File: src/rtl/axi_burst_addr_gen.sv
// AXI4 burst address generator: validates one AW/AR-style request, then walks its
// beats one handshake at a time, presenting address, byte-lane window, strobe and last flag.
module axi_burst_addr_gen #(
  parameter int DATA_WIDTH = 32,
  parameter int ADDR_WIDTH = 16,
  parameter int ID_WIDTH   = 12,
  localparam int STRB_WIDTH = DATA_WIDTH / 8,
  localparam int LANE_W     = (STRB_WIDTH > 1) ? $clog2(STRB_WIDTH) : 1
) (
  input  logic                  clk,
  input  logic                  rst,
  input  logic                  req_valid,
  output logic                  req_ready,
  input  logic [ID_WIDTH-1:0]   req_id,
  input  logic [ADDR_WIDTH-1:0] req_addr,
  input  logic [7:0]            req_len,
  input  logic [2:0]            req_size,
  input  logic [1:0]            req_burst,
  output logic                  beat_valid,
  input  logic                  beat_ready,
  output logic [ID_WIDTH-1:0]   beat_id,
  output logic [ADDR_WIDTH-1:0] beat_addr,
  output logic [STRB_WIDTH-1:0] beat_strb,
  output logic [LANE_W-1:0]     beat_lo_lane,
  output logic [LANE_W-1:0]     beat_hi_lane,
  output logic [7:0]            beat_num,
  output logic                  beat_last,
  output logic                  err_valid,
  output logic [1:0]            err_code,
  output logic                  busy
);

  typedef enum logic {IDLE, BURST} state_e;

  localparam logic [1:0] BURST_INCR = 2'b01;
  localparam logic [1:0] BURST_WRAP = 2'b10;
  localparam int         MAX_SIZE   = $clog2(STRB_WIDTH);

  state_e                state_q;
  logic                  req_ready_q, beat_valid_q, busy_q, err_valid_q, last_q;
  logic [1:0]            err_code_q, burst_q;
  logic [ID_WIDTH-1:0]   beat_id_q;
  logic [ADDR_WIDTH-1:0] beat_addr_q, wrap_mask_q;
  logic [STRB_WIDTH-1:0] beat_strb_q;
  logic [LANE_W-1:0]     lo_q, hi_q;
  logic [7:0]            num_q, len_q;
  logic [2:0]            size_q;

  logic [31:0]           req_nb, req_aligned, req_last_byte;
  logic [1:0]            req_err_d;
  logic [ADDR_WIDTH-1:0] wrap_mask_d, nb_d, nxt_addr_d;

  function automatic logic [LANE_W-1:0] lo_lane(input logic [ADDR_WIDTH-1:0] a);
    return LANE_W'(32'(a) % STRB_WIDTH);
  endfunction

  // Upper lane is the end of the size-aligned slot, even when the start is unaligned.
  function automatic logic [LANE_W-1:0] hi_lane(input logic [ADDR_WIDTH-1:0] a,
                                                input logic [2:0] size);
    logic [31:0] slot;
    slot = (32'(a) >> size) << size;
    return LANE_W'((slot % STRB_WIDTH) + (32'd1 << size) - 32'd1);
  endfunction

  function automatic logic [STRB_WIDTH-1:0] strb_mask(input logic [LANE_W-1:0] lo,
                                                      input logic [LANE_W-1:0] hi);
    logic [STRB_WIDTH-1:0] m;
    for (int i = 0; i < STRB_WIDTH; i++) m[i] = (i >= int'(lo)) && (i <= int'(hi));
    return m;
  endfunction

  always_comb begin
    // NOTE: every variable written here gets a default first so no latch is inferred.
    req_nb        = 32'd1 << req_size;
    req_aligned   = (32'(req_addr) >> req_size) << req_size;
    req_last_byte = req_aligned + (32'(req_len) + 32'd1) * req_nb - 32'd1;
    wrap_mask_d   = ADDR_WIDTH'((32'(req_len) + 32'd1) * req_nb - 32'd1);
    req_err_d     = 2'b00;
    if (32'(req_size) > 32'(MAX_SIZE)) begin
      req_err_d = 2'b01;
    end else if (req_burst == 2'b11 ||
                 (req_burst == BURST_WRAP &&
                  (!(req_len inside {8'd1, 8'd3, 8'd7, 8'd15}) || req_aligned != 32'(req_addr)))) begin
      req_err_d = 2'b10;
    end else if (req_burst == BURST_INCR && ADDR_WIDTH > 12 &&
                 (req_aligned >> 12) != (req_last_byte >> 12)) begin
      req_err_d = 2'b11;
    end
  end

  // WRAP keeps the upper address bits and lets the in-window offset roll over.
  always_comb begin
    nb_d       = ADDR_WIDTH'(32'd1 << size_q);
    nxt_addr_d = beat_addr_q;
    case (burst_q)
      BURST_INCR: nxt_addr_d = (beat_addr_q & ~(nb_d - 1'b1)) + nb_d;
      BURST_WRAP: nxt_addr_d = (beat_addr_q & ~wrap_mask_q) | ((beat_addr_q + nb_d) & wrap_mask_q);
      default:    nxt_addr_d = beat_addr_q;
    endcase
  end

  always_ff @(posedge clk) begin
    if (rst) begin
      state_q      <= IDLE;
      req_ready_q  <= 1'b0;
      beat_valid_q <= 1'b0;
      busy_q       <= 1'b0;
      err_valid_q  <= 1'b0;
      err_code_q   <= 2'b00;
      beat_id_q    <= '0;
      beat_addr_q  <= '0;
      beat_strb_q  <= '0;
      lo_q         <= '0;
      hi_q         <= '0;
      num_q        <= '0;
      last_q       <= 1'b0;
      len_q        <= '0;
      size_q       <= '0;
      burst_q      <= '0;
      wrap_mask_q  <= '0;
    end else begin
      // NOTE: sequential state uses non-blocking assignments so all registers update together.
      err_valid_q <= 1'b0;
      case (state_q)
        IDLE: begin
          req_ready_q <= 1'b1;
          if (req_valid && req_ready_q) begin
            if (req_err_d != 2'b00) begin
              err_valid_q <= 1'b1;
              err_code_q  <= req_err_d;
            end else begin
              state_q      <= BURST;
              req_ready_q  <= 1'b0;
              beat_valid_q <= 1'b1;
              busy_q       <= 1'b1;
              beat_id_q    <= req_id;
              beat_addr_q  <= req_addr;
              lo_q         <= lo_lane(req_addr);
              hi_q         <= hi_lane(req_addr, req_size);
              beat_strb_q  <= strb_mask(lo_lane(req_addr), hi_lane(req_addr, req_size));
              num_q        <= 8'd0;
              last_q       <= (req_len == 8'd0);
              len_q        <= req_len;
              size_q       <= req_size;
              burst_q      <= req_burst;
              wrap_mask_q  <= wrap_mask_d;
            end
          end
        end
        BURST: begin
          if (beat_ready) begin
            if (last_q) begin
              state_q      <= IDLE;
              beat_valid_q <= 1'b0;
              busy_q       <= 1'b0;
              req_ready_q  <= 1'b1;
            end else begin
              num_q       <= num_q + 8'd1;
              last_q      <= (num_q + 8'd1 == len_q);
              beat_addr_q <= nxt_addr_d;
              lo_q        <= lo_lane(nxt_addr_d);
              hi_q        <= hi_lane(nxt_addr_d, size_q);
              beat_strb_q <= strb_mask(lo_lane(nxt_addr_d), hi_lane(nxt_addr_d, size_q));
            end
          end
        end
        default: state_q <= IDLE;
      endcase
    end
  end

  assign req_ready    = req_ready_q;
  assign beat_valid   = beat_valid_q;
  assign busy         = busy_q;
  assign err_valid    = err_valid_q;
  assign err_code     = err_code_q;
  assign beat_id      = beat_id_q;
  assign beat_addr    = beat_addr_q;
  assign beat_strb    = beat_strb_q;
  assign beat_lo_lane = lo_q;
  assign beat_hi_lane = hi_q;
  assign beat_num     = num_q;
  assign beat_last    = last_q;

endmodule
File: config.mk
export PLATFORM = sky130hd
export DESIGN_NAME = axi_burst_addr_gen
export DESIGN_NICKNAME = d
export VERILOG_FILES = /design/src/rtl/axi_burst_addr_gen.sv
export SDC_FILE = /design/constraint.sdc
export NUM_CORES = 1
export LEC_CHECK = 0
export CAP_MARGIN = 10
export CORE_MARGIN = 3
export CORE_UTILIZATION = 54
export DETAILED_ROUTE_END_ITERATION = 10
export GPL_TIMING_DRIVEN = 0
export PLACE_DENSITY = 0.8
export SLEW_MARGIN = 20
export SYNTH_ARGS = -nofsm -noshare
export SYNTH_HDL_FRONTEND = slang
export SYNTH_SLANG_ARGS = --single-unit
export TNS_END_PERCENT = 30
File: constraint.sdc
create_clock -name clk -period 9.9 [get_ports clk]
set_input_delay 0.99 -clock clk [delete_from_list [all_inputs] [get_ports clk]]
set_output_delay 0.99 -clock clk [all_outputs]
set_load 0.02 [all_outputs]
### Word-level counts from Yosys, hierarchy flattened

Cells that the tools add are included.

* register bits: 80
* word-level logic and storage cells: 143

* add/subtract/negate cells: 12
* multiply operators: 1
* magnitude comparators: 13
* eq/ne operators: 17
* shift operators: 6
* muxes and demuxes: 49
* bitwise gates (word level): 9
* reduce and logical (&&, ||, !) cells: 20

Operator list (number)
* $mux W16: 4
* $pmux W16 S2: 2
* $shr A16 B3 Y32: 2
* $and A16 B16 Y16: 3
* $add A16 B16 Y16: 2
* $add A32 B32 Y32: 1
* $mul A9 B32 Y32: 1
* $mux W8: 4
* $ne A32 B16 Y1: 1
* $not A16 Y16: 2
* $shl A1 B3 Y32 const A: 1
* $shl A32 B3 Y2: 1
* $shl A32 B3 Y32: 1
* $sub A16 B1 Y16 const B: 2
* $sub A32 B1 Y32 const B: 1
* $mux W2: 11
* $ne A20 B20 Y1: 1
* $mux W1: 16
* $mux W4: 4
* $or A16 B16 Y16: 1
* $pmux W8 S2: 1
* $shl A1 B3 Y16 const A: 1
* $add A8 B1 Y9 const B: 1
* $reduce_and A3 Y1: 3
* other kinds (30): 60

### Logic depth before layout (Yosys ltp)

Gate-level depths: netlist of the first run.

* depth in word-level cells: 15
* gate-level depth with buffers: 39

### Worst setup path before layout of the first run

OpenSTA, ideal clock, no wires.

* path type: input-to-reg
* start point: in req_len[2]
* end point: reg (tool-made name)
* setup time: 0.122 ns
* arrival time: 9.450 ns
* required time: 9.778 ns
* slack: 0.329 ns
* stages: 36
* path buffers: 3
* path through: clkbuf_1 > nand3_1 > nor2_1 > xnor2_1 > nand2b_1 > fa_1 > fa_1 > inv_1 > fa_1 > inv_1 > fa_1 > inv_1 > ha_1 > o21ai_0 > a31oi_1 > o31a_1 > o311a_1 > o21a_1 > o21ai_0 > a21oi_1 > o21a_1 > or2_2 > ha_1 > inv_1 > ha_1 > clkbuf_1 > nand2_1 > o21ai_0 > mux2i_1 > a211oi_1 > nand4_1 > or4_1 > o41ai_4 > a22oi_1 > buf_2 > o311a_1

RTL lines
* start: declaration: line 16 `input logic [7:0] req_len,`

### Final worst setup path of the first run

* start point: in req_size[1]
* end point: reg beat_addr_q[8] (netlist: beat_addr[8])

* word-level cells in the longest chain between the ends: 12
* elaborated cells between the ends (all ways): 19
* those cells by class: add/sub (2); mul (1); order compare (1); eq/ne (3); shift (3); mux (3); reduce/logical (6)

Ends and longest elaborated chain
* start: declaration: line 17 `input logic [2:0] req_size,`
* $shl A1 B3 Y32 / $shr A16 B3 Y32 (equally long branches)
* $mul A9 B32 Y32 / $shl A32 B3 Y32 (equally long branches)
* $add A32 B32 Y32: line 76 `req_last_byte = req_aligned + (32'(req_len) + 32'd1) * req_nb - 32'd1;`
* $sub A32 B1 Y32: line 76
* $ne A20 B20 Y1: line 86 `(req_aligned >> 12) != (req_last_byte >> 12)) begin`
* $logic_and A1 B1 Y1: line 85 `end else if (req_burst == BURST_INCR && ADDR_WIDTH > 12 &&`
* $mux W2: line 85
* $mux W2: line 81 `end else if (req_burst == 2'b11 ||`
* $mux W2 *: line 79 `if (32'(req_size) > 32'(MAX_SIZE)) begin`
* $reduce_bool A2 Y1 *: line 128 `if (req_err_d != 2'b00) begin`
* $ne A2 B2 Y1 (no line) *
* $reduce_and A4 Y1 (no line) *
* end signal: assignment: line 137 `beat_addr_q <= req_addr;`
* end signal: assignment: line 160 `beat_addr_q <= nxt_addr_d;`
* end: declaration: line 43 `logic [ADDR_WIDTH-1:0] beat_addr_q, wrap_mask_q;`

Mark *: on every way between the ends. The rest lies on a longest branch, timed or not.
A chain may end at the register's enable or synchronous reset.

==> flow_metrics.env, run 1 <==
export IMPL_finalSetupTns_ps=0
export IMPL_drt_iter0_drc=863
export IMPL_portBuffers=89
export IMPL_synth_top_flop_cell="dfxtp_1"
export IMPL_synth_warnings=0
export IMPL_path_class="in2reg"
export IMPL_synth_edf_count=0
export IMPL_core_area_sq_um=16820
export IMPL_gp_congestion=0.9757
export IMPL_fin_skew_ps=8.135
export IMPL_slew_viol_final=0
export IMPL_htree_levels=3
export IMPL_end_kind="flip-flop"
export IMPL_std_cell_rows=47
export IMPL_cts_buffers=9
export IMPL_synth_top_cell_area_share_pct=16.56
export IMPL_yosysMostFrequentCell="inv_1"
export IMPL_hold_ws_ps=456.1
export IMPL_worstSkewPairLatency_ps=350
export IMPL_start_util_pct=56.08
export IMPL_cts_root_buf="clkbuf_16"
export IMPL_drive_gt1_share_pct=7.431
export IMPL_diodes=0
export IMPL_drc=0
export IMPL_final_cells=1633
export IMPL_drv_cap=0
export IMPL_grt_pass1_vias=9036
export IMPL_die_w_um=138.2
export IMPL_setup_viol=0
export IMPL_antenna_left=0
export IMPL_wl_per_cell_um=17.70
export IMPL_stdcell_area_sq_um=11290
export IMPL_fillers=1483
export IMPL_cts_sinks=78
export IMPL_die_h_um=138.2
export IMPL_grt_pass1_wl_um=45480
export IMPL_via_count=9688
export IMPL_arrival_ps=9820
export IMPL_cts_tree="yes"
export IMPL_place_hpwl_um=22810
export IMPL_synth_seq_area_share_pct=16.56
export IMPL_worstPathRequired_ps=10090
export IMPL_crit_path_start_kind="primary input"
export IMPL_place_area_sq_um=10650
export IMPL_fin_nets=1602
export IMPL_slowest_stage="or4_4"
export IMPL_synthArstFlopShare_pct=0
export IMPL_pre_cts_slack_ps=-1864
export IMPL_leakage_nw=4.971
export IMPL_routed_wl_um=28900
export IMPL_yosys_area_top_type="dfxtp_1"
export IMPL_io_pin_count=96
export IMPL_hold_viol=0
export IMPL_synth_seq_cells=78
export IMPL_placedCellCount=1613
export IMPL_synth_cells=1290
export IMPL_vias_per_cell=5.933
export IMPL_drt_pass1_iter_count=6
export IMPL_worst_slew_pin_slew_ps=847.2
export IMPL_final_setup_worst_slack_ps=268.7
export IMPL_status="complete, no violations"
export IMPL_yosys_top_cells_area="dfxtp_1, ha_1, fa_1"
export IMPL_worstHoldPathType="reg2reg"
export IMPL_area_growth_pct=19.71
export IMPL_dieArea_sq_um=19090
export IMPL_crit_fanout=10
export IMPL_synth_top_cells_by_count="inv_1, nand2_1, nor2_1, a21oi_1, ha_1"
export IMPL_hold_buffers=0
export IMPL_syn_avg_cell_area_sq_um=7.311
export IMPL_antenna_found_initial=0
export IMPL_cts_max_path_buffers=2
export IMPL_regArea_sq_um=1562
export IMPL_yosysUniqueCellTypes=74
export IMPL_min_period_over_period_pct=97.29
export IMPL_grt_start_max_net_pins=15
export IMPL_maxSlewHeadroom_pct=43.52
export IMPL_layout_min_cycle_time_ps=9631
export IMPL_grt_ovfl_total=0
export IMPL_p_per_area_nw_per_um2=99.78
export IMPL_max_stage_delay_ps=560
export IMPL_track_usage_pct=28.86
export IMPL_multiInputGateArea_sq_um=7316
export IMPL_netlist_area_sq_um=9432
export IMPL_peakVddDrop_v=0.00008140
export IMPL_path_clk_slew_ps=60
export IMPL_fmax_mhz=103.8
==> sequential cells by signal, indices dropped and copies added (netlist names), 2 cells and up, named ones only <==
register	cells
len_q	8
size_q	3
beat_id	12
err_code	2
beat_addr	9
beat_hi_lane	2
beat_num	8
beat_strb	4
burst_q	2
wrap_mask_q	16
==> power by group <==
part	total, mW	switching, mW	internal [mW]
Sequential	0.324	0.00492	0.319
Clock	0.350	0.139	0.211
Combinational	0.453	0.277	0.175
==> cell type report <==
type / count / share of cell area [%]
multi-input cells: 1004 / 64.79
inverters: 156 / 5.186
well taps: 220 / 2.438
flip-flops and latches: 78 / 13.83
repair buffers: 97 / 8.378
plain buffers: 62 / 2.560
clock buffers: 11 / 2.238
clock inverters: 5 / 0.5762
==> critical path, delay by kind of cell <==
family / cells / cell delay [ps]
simple gates: 7 / 1790
compound gates: 14 / 2530
buf+inv: 10 / 1430
fa+ha+maj: 7 / 3050
==> per-stage QoR <==
stage          utilization [%]  total power [mW]
4_1_cts                  66.14             1.116
5_1_grt                  67.13             1.194
2_1_floorplan                -            0.6443
3_3_place_gp             63.32            0.7550
6_report                 67.13             1.127
3_5_place_dp             63.32            0.7614
==> per-layer routing <==
| metal | global-route usage, % | routed length [um] | vias up |
|---|---|---|---|
| met5 | 0 | 0 | - |
| met4 | 11.70 | 1101 | 0 |
| met3 | 4.316 | 1978 | 78 |
| met2 | 48.92 | 14040 | 390 |
| met1 | 36.94 | 11780 | 4569 |
| li1 | - | - | 4651 |
==> worst paths after layout <==
path                           startpoint                         to  slack [ps]  depth (start not counted)
setup / recovery              req_size[1]  beat_addr[8]$_SDFFE_PP0P_         270                         38
hold / removal    beat_id[3]$_SDFFE_PP0P_    beat_id[3]$_SDFFE_PP0P_         460                          2
setup reg to reg   size_q[2]$_SDFFE_PP0P_                  flip-flop        5830                         16
hold reg to reg   beat_id[3]$_SDFFE_PP0P_    beat_id[3]$_SDFFE_PP0P_         460                          2
==> kinds of logic (layout without fill, tap and decap cells) <==
group	Yosys count	after routing	synth area share [%]
xor gates and xnor gates	61	61	5.665
DFF	78	78	16.56
other	2	16	0.07963
and+or+nand+nor	452	452	22.31
buffers and inverters	222	331	9.061
AOI/OAI and AO/OA	309	309	21.17
muxes	17	17	1.884
adders and majority gates	149	149	23.27
==> timing repair <==
action	CTS	global route
setup endpoints to repair	78	78
pin swaps	2	5
buffers inserted	4	3
gates resized for setup	39	58
gates cloned	0	1
==> placed cells by master (no fill, tap or decap), types with 5 or more instances in the layout <==
cell             Yosys  routed
nand2b_1            16      15
clkbuf_1            55      39
dfxtp_1             78      78
mux2i_1             11      11
o21ai_0             53      50
and3_1              12      12
and2_1               6       5
o211ai_1             9       9
o22ai_1              5       5
xor2_1              25      21
nand3_1             59      57
clkbuf_16            0       9
buf_4                3      12
ha_1               105     103
o21bai_1             8       8
nor4_1               8       8
a21o_1              12      12
a211oi_1            15      14
or2_2                9       9
xnor2_1             36      34
a311oi_1             7       7
mux2_2               6       6
clkbuf_2             0       9
nand2_1            138     138
a221oi_1             6       6
o21a_1              11      11
buf_2                8       9
fa_1                44      44
a31oi_1             13      13
nand4_1             13      13
nor3_1              26      26
nor2b_1             15      15
nor2_1             125     119
a21oi_1            116     115
clkdlybuf4s50_1      0      83
inv_1              155     155
conb_1               2      16
a32oi_1              6       6
(Power assumes the default switching activity.)
==> inputs of run 2 (changes only) <==
--- a/config.mk
+++ b/config.mk
@@ -11,6 +11,7 @@
 export DETAILED_ROUTE_END_ITERATION = 10
 export GPL_TIMING_DRIVEN = 0
 export PLACE_DENSITY = 0.8
+export SKIP_LAST_GASP = 1
 export SLEW_MARGIN = 20
 export SYNTH_ARGS = -nofsm -noshare
 export SYNTH_HDL_FRONTEND = slang
==> results of run 2 <==
No change in the layout: final DEF, timing and power equal those of run 1.
==> edit 1, RTL diff (config.mk and constraints of run 1) <==
The parameter `ADDR_WIDTH` goes from 16 to 14.
--- a/src/rtl/axi_burst_addr_gen.sv
+++ b/src/rtl/axi_burst_addr_gen.sv
@@ -2,7 +2,7 @@
 // beats one handshake at a time, presenting address, byte-lane window, strobe and last flag.
 module axi_burst_addr_gen #(
   parameter int DATA_WIDTH = 32,
-  parameter int ADDR_WIDTH = 16,
+  parameter int ADDR_WIDTH = 14,
   parameter int ID_WIDTH   = 12,
   localparam int STRB_WIDTH = DATA_WIDTH / 8,
   localparam int LANE_W     = (STRB_WIDTH > 1) ? $clog2(STRB_WIDTH) : 1
Ports: changed (resized beat_addr and req_addr); port bits go from 96 to 92. No check against the original RTL was run, so the function may have changed too.
==> edit 1 against run 1 <==
Design area shrank 4.1%. Setup slack gained 0.13 ns. Sequential share of layout area shrank 0.15 points. Total power shrank 0.13%. Die area shrank 2.1%. Highest routed layer unchanged. Non-clock buffer count shrank 17. Sequential cell count shrank 4. Worst hold slack gained 0.010 ns. Routed wire length shrank 7.2%. Area after synthesis shrank 2.2%. Clock power is essentially flat.
==> edit 1: results (changes against run 1) <==
* Outcome: complete, no violations
* Met2 GRT Util at 0.4751 (-0.01413)
* Crit path max-delay family: compound AO/OA/AOI/OAI gates
* CP max-delay cell: or4_4
* Reg2reg start: size_q[0]
* Via count at 9242 (-4.6%)
* Placed cell count at 1515 (-6.1%)
* CP arrival at 9.69 ns (-0.13 ns)
* Place WS at -0.6765 ns (+1.188 ns)
* First-pass GRT wire length at 42860 µm (-5.8%)
* Clock root cell: clkbuf_16
* Synth cell count leaders: inv_1 (139), nor2_1 (136), ha_1 (101)
* Synth top area cells: dfxtp_1 (16%), ha_1 (14%), fa_1 (9.6%)
* Vias in the first global route at 8793 (-2.7%)
* Initial DRC count at 857 (-0.70%)
* Gpl congestion at 0.9489 (-2.7%)
* Max FO, Critical Path at 10 (unchanged)
* Layout cells sized above 1 at 0.07028 (-0.004027)
* Netlist cell types at 88 (+19%)
* Wirelength per Cell at 17.55 µm (-0.84%)
* Clk buf depth at 2 (unchanged)
* # diodes at 0 (unchanged)
* Hold Startpoint: beat_strb[3]
* # fillers at 1470 (-0.88%)
* Slew @ Worst Pin at 0.8317 ns (-0.01559 ns)
* GRT overflow at 0 (unchanged)
* Hold depth at 2 (unchanged)
* Mapped Cells at 1199 (-7.1%)
* Slowest stage delay, CP at 0.55 ns
* Max reg flops at 14 (-2)
* R2R depth at 13 (-3)
* Dpl hpwl at 21290 µm (-6.7%)
* Worst VDD drop at 71.21 µV (-13%)
* Largest net degree at the start of global routing at 16 (+1)
* Initial antenna violation count at 0 (unchanged)
* Post-synthesis sequential area ratio at 0.1606 (-0.004932)
* Leak at 4.738 nW (-4.7%)
* I/O Buffers at 86 (-3.4%)
* Router iterations before antenna repair at 5 (-1)
* Hold endpoint: beat_strb[3]
* All-layer global routing usage at 0.2838 (-0.004777)
* Area post-placement at 10400 µm² (-2.4%)
* Top FF cell, synth: dfxtp_1
* Met3 GRT Util at 0.03456 (-0.008604)
* Fin Clk Skew at 0.01208 ns (+0.003946 ns)
* Worst reg2reg setup slack at 5.74 ns (-0.09 ns)
* Ys async rst share at 0 (unchanged)
* GR Util met1 at 0.3631 (-0.006328)
* Largest reg by FF count: wrap_mask_q
* Vias/cell at 6.044 (+1.9%)
* Synth warn at 0 (unchanged)
-- edit 1: how the worst max path moves through the flow --
stage | start | end | slack [ns] | cells past startpoint
3_5_place_dp | req_size[2] | beat_addr[1] | -0.68 | 35
6_report | req_len[0] | beat_addr[7] | 0.40 | 37
3_3_place_gp | req_size[2] | beat_addr[8] | -0.51 | 35
2_1_floorplan | req_size[1] | size_q[0] | 1.13 | 38
5_1_grt | req_len[0] | beat_addr[7] | -0.003 | 36
4_1_cts | req_len[4] | beat_addr[5] | 0.1 | 36
-- edit 1: cell families (layout without fill, tap and decap cells) --
group / Yosys count / after routing / synth area share
buf+inv: 199 / 299 / 0.08886
fa+ha+maj: 146 / 146 / 0.2336
simple gates: 411 / 411 / 0.2150
mux: 36 / 36 / 0.03961
compound gates: 276 / 276 / 0.2092
xor+xnor: 55 / 55 / 0.05223
other cells: 2 / 12 / 0.0008143
flops: 74 / 74 / 0.1606
-- edit 1: report_power, final --
part / switching [mW] / leakage [nW] / internal, mW
clock: 0.150 / 0.149 / 0.200
sequential: 0.00691 / 0.599 / 0.304
combinational: 0.281 / 3.99 / 0.183
total: 0.438 / 4.74 / 0.687
-- edit 1: metrics by stage --
stage / hold slack [ns] / setup TNS [ns]
2_1_floorplan: 0.4466 / 0
4_1_cts: 0.4712 / 0
3_5_place_dp: 0.4614 / -38.74
6_report: 0.4661 / 0
3_3_place_gp: 0.4512 / -27.99
5_1_grt: 0.5088 / -0.002850
-- edit 1: final cells by class --
class	count	area, µm²	share of cell area
multi-input cells	936	7073	0.6532
flip-flops and latches	74	1481	0.1368
repair buffers	87	874.6	0.08077
inverters	141	529.3	0.04888
plain buffers	55	285.3	0.02635
well taps	220	275.3	0.02542
clock buffers	9	225.2	0.02080
clock inverters	7	83.83	0.007742
-- edit 1: worst register-to-register path, stage by stage (launching register included) --
cell	delay [ns]
dfxtp_1	0.30
clkbuf_1	0.19
clkbuf_1	0.28
nor3_1	0.63
ha_1	0.46
and4b_1	0.24
a311o_1	0.19
a211oi_1	0.08
nor4_1	0.47
o221a_2	0.33
mux2_2	0.35
nor3_1	0.18
a211oi_1	0.07
a311oi_1	0.28
-- edit 1: layer usage --
layer	wire (µm)	up-vias	part of all wire
met4	1148	0	0.043
met5	0	-	0
met2	12830	436	0.48
li1	-	4398	-
met1	10890	4313	0.41
met3	1967	95	0.073
-- edit 1: repair_timing --
action                                  4_1_cts  5_1_grt
pin swaps                                     0        1
gates cloned                                  0        0
gates resized for setup                      11       24
setup buffers                                 0        1
endpoints found under the setup margin       72       74
==> edit 2, RTL diff (settings of run 1) <==
Without the edit above. Register the output `err_valid` once more, with the module's reset; this adds one clock of latency there. The other outputs are not delayed to match.
--- a/src/rtl/axi_burst_addr_gen.sv
+++ b/src/rtl/axi_burst_addr_gen.sv
@@ -172,7 +172,13 @@
   assign req_ready    = req_ready_q;
   assign beat_valid   = beat_valid_q;
   assign busy         = busy_q;
-  assign err_valid    = err_valid_q;
+  always_ff @(posedge clk) begin
+    if (rst) begin
+      err_valid <= '0;
+    end else begin
+      err_valid <= err_valid_q;
+    end
+  end
   assign err_code     = err_code_q;
   assign beat_id      = beat_id_q;
   assign beat_addr    = beat_addr_q;
Check against the original RTL: not equivalent (Yosys sat finds a counterexample within 4 cycles, from zero or initial values and one cycle with rst high).
==> edit 2 against run 1 <==
Die area up 5.1%. Total power up 12%. Area after synthesis up 5.4%. First-iteration DRC count up 27%. Clock power up 13%. Register-to-register slack worse by 0.28 ns. Setup slack better by 0.11 ns. Fmax up 1.1%. Routed wire length up 12%. Count of clock-buffer cells in the layout down 1. Sequential cell count up 1. Sequential power up 2%. Design area up 4.6%. Highest routed layer unchanged.
==> edit 2: results (changes against run 1) <==
* I/O Buffers at 90 (+1.1%)
* Router iterations before antenna repair at 5 (-1)
* Layout cells sized above 1 at 0.07395 (-0.0003639)
* Leak at 5.032 nW (+1.2%)
* Clock root cell: clkbuf_16
* Ys async rst share at 0 (unchanged)
* Vias in the first global route at 9814 (+8.6%)
* Fin Clk Skew at 0.007338 ns (-0.0007974 ns)
* Hold Startpoint: err_valid_q
* Hold depth at 1 (-1)
* HP Class: register to register
* Dpl hpwl at 25240 µm (+11%)
* Max reg flops at 16 (unchanged)
* CTS Buf Count at 9 (unchanged)
* Initial DRC count at 1096 (+27%)
* Slowest stage delay, CP at 0.55 ns
* All-layer global routing usage at 0.3114 (+0.02285)
* # fillers at 1546 (+4.2%)
* Worst reg2reg setup slack at 5.55 ns (-0.28 ns)
* Top FF cell, synth: dfxtp_1
* Largest reg by FF count: wrap_mask_q
* # diodes at 0 (unchanged)
* CP max-delay cell: fa_1
* Worst VDD drop at 86.21 µV (+5.9%)
* Non-filler cells in the finished layout at 1672 (+2.4%)
* Clk buf depth at 2 (unchanged)
* Netlist cell types at 91 (+23%)
* Reg2reg start: size_q[0]
* Area post-placement at 11170 µm² (+4.9%)
* R2R depth at 12 (-4)
* Max FO, Critical Path at 11 (+1)
* Wirelength, routed at 32310 µm (+12%)
* Synth warn at 0 (unchanged)
* Nets at 1636 (+2.1%)
* Sw Ratio at 0.3865 (+0.01281)
* Crit path max-delay family: adder cells
* Initial antenna violation count at 0 (unchanged)
* Outcome: complete, no violations
* Synth top area cells: dfxtp_1 (16%), ha_1 (13%), fa_1 (8.9%)
* Via count at 10460 (+7.9%)
* Worst slew margin at 0.2605 (-0.1747)
* Post-synthesis sequential area ratio at 0.1592 (-0.006407)
* Mapped Cells at 1324 (+2.6%)
* Hold endpoint: err_valid
* Largest net degree at the start of global routing at 15 (unchanged)
* CP arrival at 9.80 ns (-0.02 ns)
* First-pass GRT wire length at 51050 µm (+12%)
* Worst skew pair latency at 0.34 ns
* Placed cell count at 1653 (+2.5%)
* CTS clk-pin slew, worst paths at 0.07 ns
* Gpl congestion at 1.026 (+5.1%)
* Synth cell count leaders: inv_1 (155), nor2_1 (106), ha_1 (105)
-- edit 2: worst max-delay path by stage --
stage / startpoint / end / slack (ns) / cells after the start
2_1_floorplan: req_len[2] / wrap_mask_q[15] / 0.70 / 35
6_report: req_size[2] / wrap_mask_q[15] / 0.37 / 35
4_1_cts: req_len[4] / wrap_mask_q[15] / 0.02 / 36
3_3_place_gp: req_len[0] / wrap_mask_q[13] / -1.39 / 33
3_5_place_dp: req_len[0] / wrap_mask_q[13] / -1.50 / 33
5_1_grt: req_size[2] / wrap_mask_q[15] / -0.01 / 35
-- edit 2: cells by family after synthesis --
group | share of synthesized area
other | 0.0007558
buffers and inverters | 0.08940
muxes | 0.008310
DFF | 0.1592
and+or+nand+nor | 0.2173
adders and majority gates | 0.2209
AOI/OAI and AO/OA | 0.2443
xor gates and xnor gates | 0.05993
-- edit 2: cell type report --
| cell class | instances | area share |
|---|---|---|
| flip-flops and latches | 79 | 0.1339 |
| repair buffers | 97 | 0.08000 |
| clock inverters | 6 | 0.009855 |
| clock buffers | 10 | 0.01939 |
| inverters | 157 | 0.05023 |
| multi-input cells | 1035 | 0.6570 |
| well taps | 225 | 0.02384 |
| plain buffers | 63 | 0.02575 |
-- edit 2: power by group through the flow --
stage / Clock [mW] / Sequential (mW) / Combinational [mW]
after floorplan: 0 / 0.342 / 0.358
after global placement: 0 / 0.338 / 0.492
after detailed placement: 0 / 0.339 / 0.498
after CTS: 0.396 / 0.331 / 0.510
after global routing: 0.408 / 0.332 / 0.586
final: 0.397 / 0.332 / 0.529
-- edit 2: routing by layer --
layer	vias to the layer above	routed length, µm	GRT usage
met2	494	15560	0.5220
met4	0	1118	0.1141
met3	78	2243	0.03606
met5	-	0	0
li1	4911	-	-
met1	4974	13390	0.4140
-- edit 2: what timing repair did --
item	in CTS	in global routing
gates cloned	0	0
setup endpoints to repair	78	78
buffers inserted	4	3
endpoints found under the hold margin	0	0
pin swaps	3	11
resized for setup	32	55
-- edit 2: metrics by stage --
| step | power [mW] | worst slack (ns) | utilization | hold slack (ns) |
|---|---|---|---|---|
| global placement | 0.8298 | -1.391 | 0.6327 | 0.4262 |
| global route | 1.326 | -0.01401 | 0.6687 | 0.4595 |
| finish | 1.259 | 0.3737 | 0.6687 | 0.4610 |
| detailed placement | 0.8366 | -1.497 | 0.6327 | 0.4366 |
| CTS | 1.237 | 0.02267 | 0.6606 | 0.4567 |
| floorplan | 0.6993 | 0.6957 | - | 0.4138 |
